--- src/rtl/vga_timing_pkg.sv ---
// VGA raster timing constants and helpers shared by the timing generator.
// Defaults describe 640x480@60 on an 800x525 raster from a 50 MHz clock.
package vga_timing_pkg;

    localparam logic SYNC_ACTIVE_LOW  = 1'b0;
    localparam logic SYNC_ACTIVE_HIGH = 1'b1;

    localparam int H_ACTIVE_640 = 640;
    localparam int H_FP_640     = 16;
    localparam int H_SYNC_640   = 96;
    localparam int H_BP_640     = 48;

    localparam int V_ACTIVE_480 = 480;
    localparam int V_FP_480     = 10;
    localparam int V_SYNC_480   = 2;
    localparam int V_BP_480     = 33;

    localparam int CLK_DIV_DEF = 2;
    localparam int CW_DEF      = 10;
    localparam int FRAME_W_DEF = 8;

    function automatic int raster_total(
        input int act,
        input int fp,
        input int sync,
        input int bp
    );
        return act + fp + sync + bp;
    endfunction

    function automatic int max2(input int a, input int b);
        return (a > b) ? a : b;
    endfunction

endpackage

--- src/rtl/vga_timing_gen_if.sv ---
// Raster timing bundle between the timing generator and its consumers.
// The generator owns everything except the run enable.
interface vga_timing_gen_if
    import vga_timing_pkg::*;
#(
    parameter int CW      = CW_DEF,
    parameter int FRAME_W = FRAME_W_DEF
);

    logic               en;
    logic [CW-1:0]      hc;
    logic [CW-1:0]      vc;
    logic               hsync;
    logic               vsync;
    logic               active;
    logic               pix_en;
    logic               line_start;
    logic               frame_start;
    logic [FRAME_W-1:0] frame_cnt;

    modport master (
        input  en,
        output hc, vc, hsync, vsync, active,
        output pix_en, line_start, frame_start, frame_cnt
    );

    modport slave (
        output en,
        input  hc, vc, hsync, vsync, active,
        input  pix_en, line_start, frame_start, frame_cnt
    );

endinterface

--- src/rtl/vga_pix_strobe.sv ---
// Pixel-rate divider: flags the clk edge on which a new pixel begins.
// The phase only advances while enabled, so a pause resumes mid-pixel.
module vga_pix_strobe #(
    parameter int CLK_DIV = 2
) (
    input  logic clk,
    input  logic rst,
    input  logic en,
    output logic tick
);

    localparam int DW = (CLK_DIV > 1) ? $clog2(CLK_DIV) : 1;
    localparam logic [DW-1:0] LAST = DW'(CLK_DIV - 1);

    logic [DW-1:0] div_q;

    assign tick = en && (div_q == LAST);

    // count clk cycles within the current pixel, frozen when disabled
    always_ff @(posedge clk or posedge rst) begin
        if (rst) begin
            div_q <= '0;
        end else if (en) begin
            div_q <= (div_q == LAST) ? '0 : div_q + DW'(1);
        end
    end

endmodule

--- src/rtl/vga_timing_gen.sv ---
// VGA raster timing generator: hc/vc counters, registered syncs/blanking,
// one-clk pixel/line/frame strobes and a completed-frame counter.
module vga_timing_gen
    import vga_timing_pkg::*;
#(
    parameter int   H_ACTIVE = H_ACTIVE_640,
    parameter int   H_FP     = H_FP_640,
    parameter int   H_SYNC   = H_SYNC_640,
    parameter int   H_BP     = H_BP_640,
    parameter int   V_ACTIVE = V_ACTIVE_480,
    parameter int   V_FP     = V_FP_480,
    parameter int   V_SYNC   = V_SYNC_480,
    parameter int   V_BP     = V_BP_480,
    parameter logic HS_POL   = SYNC_ACTIVE_LOW,
    parameter logic VS_POL   = SYNC_ACTIVE_LOW,
    parameter int   CLK_DIV  = CLK_DIV_DEF,
    parameter int   CW       = CW_DEF,
    parameter int   FRAME_W  = FRAME_W_DEF
) (
    input logic              clk,
    input logic              rst,
    vga_timing_gen_if.master bus
);

    localparam int H_TOTAL = raster_total(H_ACTIVE, H_FP, H_SYNC, H_BP);
    localparam int V_TOTAL = raster_total(V_ACTIVE, V_FP, V_SYNC, V_BP);
    localparam int CX      = CW + 1;

    localparam logic [CW-1:0] H_LAST = CW'(H_TOTAL - 1);
    localparam logic [CW-1:0] V_LAST = CW'(V_TOTAL - 1);

    // one spare bit so a sync window ending exactly at 2**CW still fits
    localparam logic [CX-1:0] H_ACT_END = CX'(H_ACTIVE);
    localparam logic [CX-1:0] V_ACT_END = CX'(V_ACTIVE);
    localparam logic [CX-1:0] HS_BEG    = CX'(H_ACTIVE + H_FP);
    localparam logic [CX-1:0] HS_END    = CX'(H_ACTIVE + H_FP + H_SYNC);
    localparam logic [CX-1:0] VS_BEG    = CX'(V_ACTIVE + V_FP);
    localparam logic [CX-1:0] VS_END    = CX'(V_ACTIVE + V_FP + V_SYNC);

    if ((1 << CW) < max2(H_TOTAL, V_TOTAL)) begin : g_cw_check
        $error("vga_timing_gen: CW too narrow for the raster size");
    end

    if (CLK_DIV < 1) begin : g_div_check
        $error("vga_timing_gen: CLK_DIV must be at least 1");
    end

    logic               tick;
    logic [CW-1:0]      hc_q;
    logic [CW-1:0]      vc_q;
    logic [CW-1:0]      hc_nxt;
    logic [CW-1:0]      vc_nxt;
    logic [CX-1:0]      hc_x;
    logic [CX-1:0]      vc_x;
    logic               hs_on;
    logic               vs_on;
    logic               act_on;
    logic               top_left;
    logic               hs_q;
    logic               vs_q;
    logic               act_q;
    logic               pix_q;
    logic               ls_q;
    logic               fs_q;
    logic [FRAME_W-1:0] fc_q;

    vga_pix_strobe #(
        .CLK_DIV (CLK_DIV)
    ) u_strobe (
        .clk  (clk),
        .rst  (rst),
        .en   (bus.en),
        .tick (tick)
    );

    // next raster position; only moves on a pixel edge
    always_comb begin
        hc_nxt = hc_q;
        vc_nxt = vc_q;
        if (tick) begin
            if (hc_q == H_LAST) begin
                hc_nxt = '0;
                vc_nxt = (vc_q == V_LAST) ? '0 : vc_q + CW'(1);
            end else begin
                hc_nxt = hc_q + CW'(1);
            end
        end
    end

    assign hc_x     = {1'b0, hc_nxt};
    assign vc_x     = {1'b0, vc_nxt};
    assign hs_on    = (hc_x >= HS_BEG) && (hc_x < HS_END);
    assign vs_on    = (vc_x >= VS_BEG) && (vc_x < VS_END);
    assign act_on   = (hc_x < H_ACT_END) && (vc_x < V_ACT_END);
    assign top_left = (hc_nxt == '0) && (vc_nxt == '0);

    // position, decoded levels and frame count change on the same edge
    always_ff @(posedge clk or posedge rst) begin
        if (rst) begin
            hc_q  <= H_LAST;
            vc_q  <= V_LAST;
            hs_q  <= ~HS_POL;
            vs_q  <= ~VS_POL;
            act_q <= 1'b0;
            fc_q  <= '1;
        end else if (tick) begin
            hc_q  <= hc_nxt;
            vc_q  <= vc_nxt;
            hs_q  <= hs_on ? HS_POL : ~HS_POL;
            vs_q  <= vs_on ? VS_POL : ~VS_POL;
            act_q <= act_on;
            if (top_left) begin
                fc_q <= fc_q + FRAME_W'(1);
            end
        end
    end

    // strobes are high for the single clk following each pixel edge
    always_ff @(posedge clk or posedge rst) begin
        if (rst) begin
            pix_q <= 1'b0;
            ls_q  <= 1'b0;
            fs_q  <= 1'b0;
        end else begin
            pix_q <= tick;
            ls_q  <= tick && (hc_nxt == '0);
            fs_q  <= tick && top_left;
        end
    end

    assign bus.hc          = hc_q;
    assign bus.vc          = vc_q;
    assign bus.hsync       = hs_q;
    assign bus.vsync       = vs_q;
    assign bus.active      = act_q;
    assign bus.pix_en      = pix_q;
    assign bus.line_start  = ls_q;
    assign bus.frame_start = fs_q;
    assign bus.frame_cnt   = fc_q;

endmodule
--- src/flat_wrapper.sv ---
// flat-port wrapper written by rule: the top's interface ports become plain ports
module vga_timing_gen_flat import vga_timing_pkg::*;
#(
    parameter int   H_ACTIVE = H_ACTIVE_640,
    parameter int   H_FP     = H_FP_640,
    parameter int   H_SYNC   = H_SYNC_640,
    parameter int   H_BP     = H_BP_640,
    parameter int   V_ACTIVE = V_ACTIVE_480,
    parameter int   V_FP     = V_FP_480,
    parameter int   V_SYNC   = V_SYNC_480,
    parameter int   V_BP     = V_BP_480,
    parameter logic HS_POL   = SYNC_ACTIVE_LOW,
    parameter logic VS_POL   = SYNC_ACTIVE_LOW,
    parameter int   CLK_DIV  = CLK_DIV_DEF,
    parameter int   CW       = CW_DEF,
    parameter int   FRAME_W  = FRAME_W_DEF
)
  (clk, rst, bus_en, bus_hc, bus_vc, bus_hsync, bus_vsync, bus_active, bus_pix_en, bus_line_start, bus_frame_start, bus_frame_cnt);
  vga_timing_gen_if #(.CW(CW), .FRAME_W(FRAME_W)) bus_i ();
  input logic clk;
  input logic rst;
  input wire logic [$bits(bus_i.en)-1:0] bus_en;
  output wire logic [$bits(bus_i.hc)-1:0] bus_hc;
  output wire logic [$bits(bus_i.vc)-1:0] bus_vc;
  output wire logic [$bits(bus_i.hsync)-1:0] bus_hsync;
  output wire logic [$bits(bus_i.vsync)-1:0] bus_vsync;
  output wire logic [$bits(bus_i.active)-1:0] bus_active;
  output wire logic [$bits(bus_i.pix_en)-1:0] bus_pix_en;
  output wire logic [$bits(bus_i.line_start)-1:0] bus_line_start;
  output wire logic [$bits(bus_i.frame_start)-1:0] bus_frame_start;
  output wire logic [$bits(bus_i.frame_cnt)-1:0] bus_frame_cnt;
  assign bus_i.en = bus_en;
  assign bus_hc = bus_i.hc;
  assign bus_vc = bus_i.vc;
  assign bus_hsync = bus_i.hsync;
  assign bus_vsync = bus_i.vsync;
  assign bus_active = bus_i.active;
  assign bus_pix_en = bus_i.pix_en;
  assign bus_line_start = bus_i.line_start;
  assign bus_frame_start = bus_i.frame_start;
  assign bus_frame_cnt = bus_i.frame_cnt;
  vga_timing_gen #(.H_ACTIVE(H_ACTIVE), .H_FP(H_FP), .H_SYNC(H_SYNC), .H_BP(H_BP), .V_ACTIVE(V_ACTIVE), .V_FP(V_FP), .V_SYNC(V_SYNC), .V_BP(V_BP), .HS_POL(HS_POL), .VS_POL(VS_POL), .CLK_DIV(CLK_DIV), .CW(CW), .FRAME_W(FRAME_W)) u_core (.clk(clk), .rst(rst), .bus(bus_i));
endmodule
--- config.mk ---
export PLATFORM = sky130hd
export DESIGN_NAME = vga_timing_gen_flat
export DESIGN_NICKNAME = d
export VERILOG_FILES = /design/src/rtl/vga_timing_pkg.sv /design/src/rtl/vga_timing_gen_if.sv /design/src/rtl/vga_pix_strobe.sv /design/src/rtl/vga_timing_gen.sv /design/src/flat_wrapper.sv
export SDC_FILE = /design/constraint.sdc
export NUM_CORES = 1
export LEC_CHECK = 0
export CORE_ASPECT_RATIO = 1.4
export CORE_UTILIZATION = 50
export DETAILED_ROUTE_END_ITERATION = 12
export PLACE_DENSITY = 0.83
export SETUP_SLACK_MARGIN = 0.5
export SLEW_MARGIN = 20
export SYNTH_ARGS = -nofsm -noshare
export SYNTH_HDL_FRONTEND = slang
export SYNTH_HIERARCHICAL = 1
export SYNTH_SLANG_ARGS = --single-unit
--- constraint.sdc ---
create_clock -name clk -period 4 [get_ports clk]
set_input_delay 0.8 -clock clk [delete_from_list [all_inputs] [get_ports clk]]
set_output_delay 0.8 -clock clk [all_outputs]
set_load 0.01 [all_outputs]
==> results.tsv <==
stage	metric	value	unit
outcome	outcome	completed	
synthesis	cell count after synthesis	210	
critical_path	CP Max Fanout	17	
clock_tree	CTS root buf	clkbuf_8	
drt	Detailed Route Iter0 Violations	53	
critical_path	Worst setup EP type	register	
synthesis	syn nets	217	
drt	WL/cell	15.6	um
power_and_ir_drop	Seq pwr share	49.5	%
synthesis	post-synthesis sequential area ratio	43.6	%
timing	Final period util	83.8	%
global_routing	first-pass GRT wire length	7550	um
placed_design	Detailed Place HPWL	3250	um
timing	Slew HR	61.2	%
drt	post-route ant nets	0	
floorplan	Core Footprint	3950	um^2
timing	highest clock rate	0.298	GHz
placed_design	number of port buffers	36	
timing	Layout Skew	0.00580	ns
critical_path	Cell Chain, Critical Path	clkdlybuf4s50_1, and2_4, nand4_1, buf_4, o31ai_1, a21oi_2, nand3b_1, or3_1, nor3_4, mux2_1	
floorplan	die width	56.3	um
critical_path	Critical Path AT	3.56	ns
finish	area growth from synthesis to layout	22.4	%
drt	vias per cell	5.99	
timing	Least-Margin Pin Slew	0.581	ns
floorplan	std cell rows	27	
timing	Final setup viols	0	
global_routing	grt ovf	0	
synthesis	post-synth top area share	25.4	%
clock_tree	Clock H-tree levels	2	
synthesis	Distinct cells, synth	50	
power_and_ir_drop	P_sw	0.294	mW
clock_tree	clk slew on worst S/H paths	0.06	ns
drt	final wirelength	4470	um
power_and_ir_drop	Net Sw Frac	30.5	%
critical_path	Crit path largest cell delay	0.49	ns
timing	final hold slack	0.463	ns
power_and_ir_drop	combinational share of power	25.3	%
timing	crit path time final	3.35	ns
floorplan	die area	4400	um^2
critical_path	Startpoint Class	input port	
clock_tree	CTS tree	built	
floorplan	Starting Density	52.3	%
synthesis	Post-Syn Area	2070	um^2
min_path	Worst Hold Class	register to register	
placed_design	GP Congestion	0.901	
run	max cap viols	0	
floorplan	DIE HEIGHT	78.1	um
power_and_ir_drop	PwrDens	381	nW/um^2
timing	unrepaired setup endpoints after global routing	false	
timing	Final TNS setup	0	ns
clock_tree	worst-skew pair later-pin latency	0.28	ns
critical_path	slowest CP cell	clkdlybuf4s50_1	
power_and_ir_drop	internal power	0.669	mW
finish	nets@finish	250	
finish	fraction of layout cells with a size suffix above 1	18.4	%
global_routing	largest net degree at the start of global routing	29	
finish	Ant. Diodes	0	
global_routing	antenna violations before repair	0	
power_and_ir_drop	Clock power frac	25.2	%
power_and_ir_drop	Leakage	1.09	nW
synthesis	synthesized area per cell	9.84	um^2
global_routing	Total GRT Usage	22.3	%
critical_path	Crit path required time	4.21	ns
synthesis	Area contributors post-synth	dfstp_2, dfrtp_1, xor2_1	
drt	Pre-Repair DR Iteration Count	4	
drt	Via Count	1719	
clock_tree	# hold bufs at CTS	0	
synthesis	Yosys reg bits	35	
clock_tree	Num CTS Buffers	5	
floorplan	Ports	37	
timing	Slew Limit Fails	0	
critical_path	critical path type	input port to register	
drt	number of remaining DRC errors	0	
power_and_ir_drop	maximum vdd ir drop	0.374	mV
timing	Fin. Hold Viols	0	
clock_tree	Clock Sinks	35	
clock_tree	Clock Path Buffers	2	
global_routing	vias in the first global route	1594	
synthesis	post-synth top area cell	dfstp_2	
synthesis	Synth warnings	6	
clock_tree	Post CTS Setup Buffer Count	0	
-- power by group through the flow --
stage | registers [mW] | logic (mW) | clock network, mW
after floorplan | 0.467 | 0.153 | 0
after global routing | 0.486 | 0.270 | 0.270
after global placement | 0.482 | 0.238 | 0
final | 0.476 | 0.244 | 0.243
after detailed placement | 0.483 | 0.241 | 0
after CTS | 0.477 | 0.242 | 0.251
-- flip-flops by register name, summed over array words and instances, names as in the netlist --
register,count
u_core/bus.active,1
u_core/bus.line_start,1
u_core/bus.frame_start,1
u_core/u_strobe/div_q,1
u_core/bus.hc,10
u_core/bus.pix_en,1
u_core/bus.frame_cnt,8
u_core/bus.hsync,1
u_core/bus.vc,10
u_core/bus.vsync,1
-- cell families (layout without fill, tap and decap cells) --
family / count (synthesis) / in the layout / share of synthesized area, %
buf+inv: 24 / 58 / 5.45
mux: 4 / 4 / 2.06
flops: 35 / 35 / 43.6
simple gates: 91 / 91 / 27.7
fa+ha+maj: 4 / 4 / 2.42
xor+xnor: 20 / 20 / 8.47
compound gates: 32 / 32 / 10.4
-- repair_timing --
item | 4_1_cts | 5_1_grt
hold endpoints to repair | 0 | 0
endpoints found under the setup margin | 0 | 7
resized for setup | 0 | 4
-- through the flow --
step                utilization (%)  cells  power, mW  cell area (um^2)  setup WS [ns]
floorplan                         -    210      0.620              2070          0.982
finish                         64.0    287      0.963              2530          0.649
CTS                            63.7    287      0.970              2520          0.539
global route                   64.0    287       1.03              2530          0.502
detailed placement             61.6    279      0.724              2440          0.219
global placement               61.6    279      0.720              2440          0.301
-- worst max-delay path, delay by kind of cell --
| family | cells | cell delay [ns] |
|---|---|---|
| simple gates | 5 | 1.25 |
| mux | 1 | 0.35 |
| buf+inv | 2 | 0.70 |
| compound gates | 2 | 0.45 |
-- placed cells by master, fill, tap and decap left out, types with 2 or more instances in the layout --
master,synthesis,routed
a211oi_1,3,3
a21o_1,2,2
a21oi_1,5,4
and3_1,3,3
and4_1,4,4
buf_4,0,4
clkbuf_1,6,3
clkbuf_8,0,5
clkdlybuf4s50_1,0,36
dfrtp_1,15,15
dfstp_2,20,20
ha_1,4,4
inv_1,10,9
mux2i_1,2,2
nand2_1,20,20
nand2b_1,2,2
nand3_1,11,11
nand3b_1,2,2
nand4_1,10,10
nor2_1,10,10
nor3_1,6,6
nor4_2,6,6
o21ai_0,8,8
o22ai_1,2,2
o31ai_1,3,3
or3_1,4,3
or4_4,1,2
xnor2_1,5,5
xor2_1,15,15
-- layout make-up --
cell class	count	area, um^2
clock buffers	8	80.1
fillers	328	1420
inverters	10	37.5
multi-input cells	151	1070
flip-flops and latches	35	901
well taps	43	53.8
repair buffers	40	390
-- layer usage --
| metal | vias to the layer above | GRT usage, % | wire, um |
|---|---|---|---|
| met5 | - | 0 | 0 |
| met4 | 0 | 10.5 | 99 |
| met3 | 11 | 4.94 | 142 |
| met2 | 38 | 36.3 | 2320 |
| met1 | 850 | 28.1 | 1910 |
| li1 | 820 | - | - |
-- synth_stat cells (all sizes together) --
cell type	count
or2	1
clkbuf	6
nor2	10
and4	4
and3	3
a211oi	3
o211a	1
dfrtp	15
nand4bb	1
inv	10
nor2b	1
buf	8
a221oi	1
and2	2
nor3	7
mux2i	2
xor2	15
or3	4
mux2	2
and4b	1
o21a	1
ha	4
nor4	8
a2bb2oi	1
a21o	2
xnor2	5
nand4	10
o22ai	2
o21ai	9
nand3b	2
or4	3
a21oi	5
a211o	1
nand2	20
nand2b	2
a32o	1
and4bb	1
o31ai	3
nand3	11
o22a	1
o31a	1
dfstp	20
-- final timing paths --
kind                       slack (ns)                              start  depth (start not counted)                             endpoint
hold / removal                   0.46  u_core/u_strobe/div_q$_DFFE_PP0P_                          1    u_core/u_strobe/div_q$_DFFE_PP0P_
hold reg to reg                  0.46  u_core/u_strobe/div_q$_DFFE_PP0P_                          1    u_core/u_strobe/div_q$_DFFE_PP0P_
setup / recovery                 0.65                             bus_en                         10  u_core/bus.frame_cnt[1]$_DFFE_PP1P_
max in group asynchronous        2.48                                rst                          3  u_core/bus.frame_cnt[4]$_DFFE_PP1P_
min in group asynchronous        0.69                                rst                          2    u_core/u_strobe/div_q$_DFFE_PP0P_
setup reg to reg                 1.03       u_core/bus.hc[0]$_DFFE_PP1P_                          8  u_core/bus.frame_cnt[1]$_DFFE_PP1P_
Note: power is estimated with default switching activity, not from simulation.
